--- src/rtl/motor_pwm_ramp.sv ---
// Soft-start H-bridge driver: 1 kHz / 1 % PWM from a 100 kHz tick, ramped duty, zero-crossing reversal, short-brake.
// Latency: pins are registered one sysclk after the tick or state change that causes them; brake reaches the pins in 2 cycles.
// Backpressure: none; the block free-runs and samples its request inputs every cycle.
module motor_pwm_ramp #(
  parameter int PERIOD_TICKS = 100,
  parameter int RAMP_DIV     = 10
) (
  input  logic       sysclk,
  input  logic       reset,
  input  logic       i_100khz_clk,
  input  logic [6:0] i_duty_target,
  input  logic       i_run,
  input  logic       i_dir,
  input  logic       i_brake,
  output logic       o_pwm,
  output logic       o_in1,
  output logic       o_in2,
  output logic [6:0] o_duty_now,
  output logic       o_busy,
  output logic [1:0] o_state
);

  localparam int PWM_W  = (PERIOD_TICKS > 1) ? $clog2(PERIOD_TICKS) : 1;
  localparam int RAMP_W = (RAMP_DIV > 1) ? $clog2(RAMP_DIV) : 1;

  localparam logic [PWM_W-1:0]  PWM_LAST  = PWM_W'(PERIOD_TICKS - 1);
  localparam logic [RAMP_W-1:0] RAMP_LAST = RAMP_W'(RAMP_DIV - 1);
  localparam logic [6:0]        DUTY_FULL = 7'(PERIOD_TICKS);

  typedef enum logic [1:0] {
    IDLE  = 2'd0,
    RAMP  = 2'd1,
    RUN   = 2'd2,
    BRAKE = 2'd3
  } state_t;

  state_t            state;
  state_t            state_next;

  logic              clk_q;
  logic              tick;

  logic [PWM_W-1:0]  pwm_cnt;
  logic              pwm_wrap;
  logic [6:0]        duty_shadow;

  logic [6:0]        duty_q;
  logic [6:0]        duty_next;
  logic [RAMP_W-1:0] ramp_cnt;
  logic [RAMP_W-1:0] ramp_next;
  logic              ramp_wrap;
  logic              dir_q;
  logic              dir_next;
  // Dead interval after a reversal: both bridge inputs low for one step.
  logic              dead_q;
  logic              dead_next;

  logic [6:0]        tgt_clamp;
  logic [6:0]        tgt;
  logic              drive;

  // Edge-detect the prescaler square wave; it is only ever sampled as data.
  always_ff @(posedge sysclk) begin
    if (reset) begin
      clk_q <= 1'b0;
    end else begin
      clk_q <= i_100khz_clk;
    end
  end

  assign tick      = i_100khz_clk & ~clk_q;
  assign pwm_wrap  = tick && (pwm_cnt == PWM_LAST);
  assign ramp_wrap = tick && (ramp_cnt == RAMP_LAST);

  // PWM period counter; the duty shadow only reloads at the wrap so a period is never cut short.
  always_ff @(posedge sysclk) begin
    if (reset || i_brake || (state == BRAKE)) begin
      pwm_cnt     <= '0;
      duty_shadow <= '0;
    end else if (tick) begin
      if (pwm_wrap) begin
        pwm_cnt     <= '0;
        duty_shadow <= duty_q;
      end else begin
        pwm_cnt     <= pwm_cnt + PWM_W'(1);
      end
    end
  end

  // Effective target: clamped request, forced to zero on run drop or while a reversal is pending.
  always_comb begin
    tgt_clamp = (i_duty_target > DUTY_FULL) ? DUTY_FULL : i_duty_target;
    tgt       = tgt_clamp;
    if (!i_run || ((i_dir != dir_q) && (duty_q != 7'd0))) begin
      tgt = 7'd0;
    end
  end

  // Next-state and ramp datapath; brake overrides every state.
  always_comb begin
    state_next = state;
    duty_next  = duty_q;
    ramp_next  = ramp_cnt;
    dir_next   = dir_q;
    dead_next  = dead_q;

    case (state)
      IDLE: begin
        duty_next = 7'd0;
        ramp_next = '0;
        dead_next = 1'b0;
        if (i_run && (tgt != 7'd0)) begin
          dir_next   = i_dir;
          state_next = RAMP;
        end
      end

      RAMP: begin
        if (tick) begin
          ramp_next = ramp_wrap ? '0 : ramp_cnt + RAMP_W'(1);
        end
        if (ramp_wrap) begin
          dead_next = 1'b0;
          if (duty_q < tgt) begin
            duty_next = duty_q + 7'd1;
          end else if (duty_q > tgt) begin
            duty_next = duty_q - 7'd1;
          end
        end

        if ((duty_q != 7'd0) && (duty_q == tgt)) begin
          state_next = RUN;
          ramp_next  = '0;
        end else if (duty_q == 7'd0) begin
          if (!i_run) begin
            state_next = IDLE;
          end else if (i_dir != dir_q) begin
            // Zero crossing reached: flip direction and restart the step interval as a dead time.
            dir_next  = i_dir;
            dead_next = 1'b1;
            duty_next = 7'd0;
            ramp_next = '0;
          end else if (tgt == 7'd0) begin
            state_next = IDLE;
          end
        end
      end

      RUN: begin
        ramp_next = '0;
        if (tgt != duty_q) begin
          state_next = RAMP;
        end
      end

      BRAKE: begin
        duty_next = 7'd0;
        ramp_next = '0;
        dead_next = 1'b0;
        if (!i_brake) begin
          state_next = IDLE;
        end
      end

      default: begin
        state_next = IDLE;
      end
    endcase

    if (i_brake) begin
      state_next = BRAKE;
      duty_next  = 7'd0;
      ramp_next  = '0;
      dead_next  = 1'b0;
      dir_next   = dir_q;
    end
  end

  // State and ramp datapath registers.
  always_ff @(posedge sysclk) begin
    if (reset) begin
      state    <= IDLE;
      duty_q   <= 7'd0;
      ramp_cnt <= '0;
      dir_q    <= 1'b0;
      dead_q   <= 1'b0;
    end else begin
      state    <= state_next;
      duty_q   <= duty_next;
      ramp_cnt <= ramp_next;
      dir_q    <= dir_next;
      dead_q   <= dead_next;
    end
  end

  assign drive = (state == RAMP) || (state == RUN);

  // Registered pin drive: PWM only while driving, bridge per latched direction, short-brake high-high.
  always_ff @(posedge sysclk) begin
    if (reset) begin
      o_pwm <= 1'b0;
      o_in1 <= 1'b0;
      o_in2 <= 1'b0;
    end else begin
      o_pwm <= drive && (7'(pwm_cnt) < duty_shadow);
      o_in1 <= (state == BRAKE) || (drive && !dead_q && !dir_q);
      o_in2 <= (state == BRAKE) || (drive && !dead_q && dir_q);
    end
  end

  assign o_duty_now = duty_q;
  assign o_busy     = (state == RAMP);
  assign o_state    = state;

endmodule

--- config.mk ---
export PLATFORM = sky130hd
export DESIGN_NAME = motor_pwm_ramp
export DESIGN_NICKNAME = d
export VERILOG_FILES = /design/src/rtl/motor_pwm_ramp.sv
export SDC_FILE = /design/constraint.sdc
export NUM_CORES = 1
export LEC_CHECK = 0
export CAP_MARGIN = 20
export CORE_MARGIN = 8
export CORE_UTILIZATION = 45
export CTS_CLUSTER_SIZE = 10
export DETAILED_ROUTE_END_ITERATION = 10
export PLACE_DENSITY_LB_ADDON = 0.15
export SETUP_SLACK_MARGIN = 0.3
export SYNTH_ARGS = -nofsm -noshare
export SYNTH_HDL_FRONTEND = slang
export SYNTH_SLANG_ARGS = --single-unit
--- constraint.sdc ---
create_clock -name sysclk -period 4.3 [get_ports sysclk]
set_input_delay 1.075 -clock sysclk [delete_from_list [all_inputs] [get_ports sysclk]]
set_output_delay 1.075 -clock sysclk [all_outputs]
set_load 0.02 [all_outputs]
==> out/metrics.cfg <==
[synth]
ys_types=48
synth_cells=274
synth-main-ff-cell=dfxtp_1
synth_edf_count=0
ys_ff_latch=33
yosysSeqAreaShare_pct=30.12
yosys_warnings=0
synth_fp_nets=311
syn_area_per_cell_um2=8.005
async_flop_share_pct=0
syn-cell-area_um2=2193

[critical_path]
end_kind=register
crit_type=in -> reg
r2r-end=o_duty_now[4]$_SDFFE_PP0P_
cp.required_ps=4520
critPathLaunchType=input port
arrival_ps=3930
worstRegToRegCells=14
crit_start=i_dir
r2r_slack_ps=940
crit-reg2reg-launch=o_duty_now[1]$_SDFFE_PP0P_
path_max_fanout=8

[floorplanning]
fp.dieW_um=85.82
core_area_um2=4723
dieArea_um2=7364
die_height_um=85.82
start_util_pct=46.44
rows=25
io_pins=26

[grt]
antenna_found_initial=0
grt_pass1_wl_um=8776
grt.overflow.total=0
grt_use_total_pct=14.54
first_global_vias=1923
grt_max_degree=13

[cts]
cts_buffers=5
clkTransAtPathRegs_ps=70
cts_buffer_depth=2
cts_sinks=33
cts_max_level=2
cts_resized=0
clock_latency_ps=280
cts_hold_buffers=0
root_buffer=clkbuf_8
cts_tree=yes
post_cts_buffers=0

[min_path]
hold_depth=2
whs_endpoint=dead_q$_SDFFE_PP0P_
min_from=dead_q$_SDFFE_PP0P_
hold_class=reg -> reg

[power_and_ir_drop]
leakage_nw=1.007
p_per_area_nw_per_um2=300.7
peakVddDrop_uv=169.0

[cells_and_area]
fillers=463
drive_gt1_share_pct=6.711
nets=334
regArea_um2=660.6
final_common_cell=nor2_1
multi_input_comb_area_um2=1433
n_antenna_cell=0
mostFrequentLayoutCells=nor2_1, dfxtp_1, nand2_1, clkdlybuf4s50_1, ha_1
final_core_utilization_pct=55.28
synthToLayoutAreaGrowth_pct=19.05

[timing]
fmax_mhz=269.2
period_share_pct=86.40
worstMarginPinSlew_ps=592.5
rsz0062_at_grt=false
layout_setup_ws_ps=584.8
slew_violations=0
clock_skew_ps=8.460
fin_crit_ps=3715
setup_viol=0
hold_violations=0
finalSetupTns_ps=0
relSlewSlack_pct=60.38

[placement]
gp_congestion=0.9347
hpwl_um=3799
place_ws_ps=293.2
port-buffer-count=25

[detailed_routing]
wl_per_cell_um=13.76
met1_length_um=2425
vias_per_cell=5.422
dr_total_vias=1979
drc=0
ant_nets=0
drt-total-wl_um=5024
dr.pass1.iters=4
wl_met3_um=194
drt-initial-drc-count=108
wl_met2_um=2374
top_layer_used=met4

[run_status]
run_status=finished, final reports clean

[run]
cap_violations=0

==> worst max-delay path: stages <==
cell and delay [ps]:
clkdlybuf4s50_1 520, xnor2_1 160, a21oi_1 90, nor2_1 240, and2_1 190, nand2_1 60, ha_1 310, nand4_1 90
nand3_1 130, nor2_2 350, mux2_2 400, o21ba_2 190, a31oi_1 120
==> where the power goes <==
part	total, mW	switching [mW]	internal (mW)
clock network	0.302	0.113	0.189
logic	0.160	0.0893	0.0703
registers	0.323	0.00939	0.314
total	0.785	0.212	0.573
==> sequential cells by signal, summed over array words and instances (netlist names) <==
name / flops
duty_shadow: 7
o_duty_now: 7
pwm_cnt: 7
ramp_cnt: 4
o_state: 2
clk_q: 1
dead_q: 1
dir_q: 1
o_in1: 1
o_in2: 1
o_pwm: 1
==> synthesized netlist by cell type (4+ instances only) <==
cell,count,share of area (%)
a21oi_1,19,4.3
a31oi_1,9,2.6
and2_1,4,1.1
clkbuf_1,7,1.2
dfxtp_1,33,30
ha_1,24,14
inv_1,16,2.7
mux2i_1,8,3.7
nand2_1,25,4.3
nand3_1,8,1.8
nand4_1,12,3.4
nor2_1,37,6.3
nor2b_1,5,1.4
nor3_1,6,1.4
o21ai_0,6,1.4
xor2_1,4,1.6
==> through the flow <==
| stage | hold slack (ps) | cells | area, um2 | power (mW) |
|---|---|---|---|---|
| floorplan | 443.4 | 274 | 2193 | 0.4379 |
| CTS | 495.4 | 365 | 2611 | 0.7945 |
| global route | 520.4 | 365 | 2611 | 0.8284 |
| detailed placement | 478.3 | 357 | 2495 | 0.4896 |
| global placement | 469.5 | 357 | 2495 | 0.4893 |
| finish | 489.9 | 365 | 2611 | 0.7851 |
==> routing by layer <==
layer / global-route usage (%) / up-vias
met1: 17.23 / 930
met2: 24.40 / 32
met5: 0 / -
met4: 4.618 / 0
li1: - / 1015
met3: 4.394 / 2
==> cell type report <==
| class | count | area share (%) |
|---|---|---|
| multi-input combinational | 215 | 54.86 |
| sequential | 33 | 25.30 |
| timing repair buffer | 26 | 9.871 |
| clock buffer | 7 | 3.306 |
| tap | 67 | 3.210 |
| inverter | 16 | 2.300 |
| clock inverter | 1 | 1.150 |
==> worst max path at each step <==
stage                            endpoint  slack, ps  cells after the start
4_1_cts        o_duty_now[4]$_SDFFE_PP0P_        590                     13
2_1_floorplan  o_duty_now[4]$_SDFFE_PP0P_       1070                     12
3_3_place_gp   o_duty_now[4]$_SDFFE_PP0P_        330                     12
5_1_grt            ramp_cnt[1]$_SDFF_PP0_        310                     12
3_5_place_dp   o_duty_now[4]$_SDFFE_PP0P_        290                     13
6_report       o_duty_now[4]$_SDFFE_PP0P_        580                     13
==> kinds of logic after synthesis <==
logic type | after synthesis | synth area share [%]
DFF | 33 | 30.12
and+or+nand+nor | 120 | 28.01
buffers and inverters | 26 | 4.563
AOI/OAI and AO/OA | 55 | 16.54
adders and majority gates | 24 | 13.69
muxes | 10 | 4.678
xor gates and xnor gates | 6 | 2.396
Note: power is estimated with default switching activity, not from simulation.
==> patch, RTL diff (same flow settings) <==
The output `o_pwm` loses its register stage (`o_pwm` becomes a continuous assignment).
--- a/src/rtl/motor_pwm_ramp.sv
+++ b/src/rtl/motor_pwm_ramp.sv
@@ -200,3 +200,2 @@
     if (reset) begin
-      o_pwm <= 1'b0;
       o_in1 <= 1'b0;
@@ -204,3 +203,2 @@
     end else begin
-      o_pwm <= drive && (7'(pwm_cnt) < duty_shadow);
       o_in1 <= (state == BRAKE) || (drive && !dead_q && !dir_q);
@@ -209,2 +207,4 @@
   end
+
+  assign o_pwm = drive && (7'(pwm_cnt) < duty_shadow);
 
Check against the original RTL: no difference found for any inputs over 10 cycles, from zero or initial values and one cycle with reset high; that may be too few to reach the edited logic, so the function may still have changed.
==> patch against the unedited design <==
Synthesized cell count unchanged; cell area down 0.38%; first-iteration DRC count decreased by 16%; fmax down 0.77%; core utilization shrank 0.21 points; sequential cell count shrank 1; routed wire length increased by 2.2%; synthesized area up 0.40%; worst setup slack got worse by 0.029 ns; combinational power shrank 21%; total power decreased by 8.2%; critical path type unchanged; largest cell class unchanged; largest power group unchanged; highest routed layer unchanged.
==> patch: results (changes against the unedited design) <==
via density per instance=5.52 (+1.9%); starting DRC count in detailed routing=91 (-16%); post-route met1 wirelength=2380 um (-1.7%); pin count of the biggest net entering global routing=16 (+3); Routed met3 length=288 um (+48%); cell leakage power=0.969 nW (-3.8%); met2 GRT Util=24.6% (+0.16 points); GR Layer Usage met1=17.2% (-0.040 points); total wire length=5140 um (+2.2%); Slew @ Worst Pin=0.650 ns (+0.0575 ns); leading cell types by total area after synthesis=dfxtp_1 (29%), ha_1 (14%), nor2_1 (6.1%); GRT met3 Usage=3.82% (-0.57 points); post-DP HPWL=3930 um (+3.5%); via count=2022 (+2.2%); worst clock skew=0.00437 ns (-0.00409 ns); fillcell total=451 (-2.6%); Arrival @ worst endpoint=3.96 ns (+0.03 ns); worst slack at placement=0.166 ns (-0.127 ns); number of placed instances, taps included=358 (+0.28%); most used standard cells in the synthesized netlist=nor2_1 (36), dfxtp_1 (32), a21oi_1 (26); peak supply drop=0.204 mV (+21%); Setup WS post-layout=0.556 ns (-0.0290 ns); metal2 WL=2420 um (+1.9%); global-route wire length before repair=8780 um (about the same); proportion of synthesized chip area in sequential cells=29.1% (-1.0 points); share of the synthesized area in the top cell type=29.1% (-1.0 points); maximum fanout encountered on the critical timing path=6 (-2); count of unique library cells instantiated by Yosys=52 (+8.3%); hold_ws=0.489 ns (-0.000682 ns); last weighted congestion value of the routability-driven placer=0.831 (-11%); area of placed instances=2490 sq um (-0.30%); total routing resource utilization after global routing=14.6% (+0.059 points); Root Driver=clkbuf_8; run status=finished clean
[patch: worst paths after layout]
kind / endpoint / startpoint / cells past startpoint
worst max-delay path: o_duty_now[4] / i_dir / 13
worst min-delay path: duty_shadow[5] / duty_shadow[5] / 2
worst max register to register: o_duty_now[4] / o_duty_now[0] / 14
worst min register to register: duty_shadow[5] / duty_shadow[5] / 2
[patch: logic make-up after synthesis]
logic type	count (synthesis)	share of synthesized area, %
AND/OR/NAND/NOR	120	29.0
AO/OA/AOI/OAI	57	17.1
flip-flops	32	29.1
buffers and inverters	29	5.97
adder cells (fa/ha/maj)	24	13.6
XOR/XNOR	6	2.39
multiplexers	6	2.78
[patch: repair_timing]
| action | 4_1_cts | 5_1_grt |
|---|---|---|
| endpoints found under the hold margin | 0 | 0 |
| setup endpoints to repair | 0 | 3 |
| resized for setup | 0 | 2 |
[patch: worst max-delay path: stages]
cell	delay (ns)
clkdlybuf4s50_1	0.47
xnor2_1	0.17
a21oi_1	0.24
nor2_2	0.09
o21a_1	0.12
and2_1	0.16
ha_1	0.28
nand4_1	0.11
or2_2	0.23
nand3_4	0.09
or4_4	0.44
a2111oi_4	0.34
o21bai_1	0.14
[patch: cell type report]
cell class / count / area (sq um) / share of cell area (%)
Clock buffer: 6 / 72.6 / 2.79
Clock inverter: 2 / 35.0 / 1.35
Inverter: 20 / 75.1 / 2.89
Multi-Input combinational cell: 213 / 1440 / 55.2
Sequential cell: 32 / 641 / 24.6
Tap cell: 67 / 83.8 / 3.22
Timing Repair Buffer: 26 / 258 / 9.91
[patch: where the power goes]
part	total, mW	switching [mW]	internal, mW
Sequential	0.309	0.00682	0.303
Clock	0.284	0.112	0.172
Combinational	0.127	0.0712	0.0559
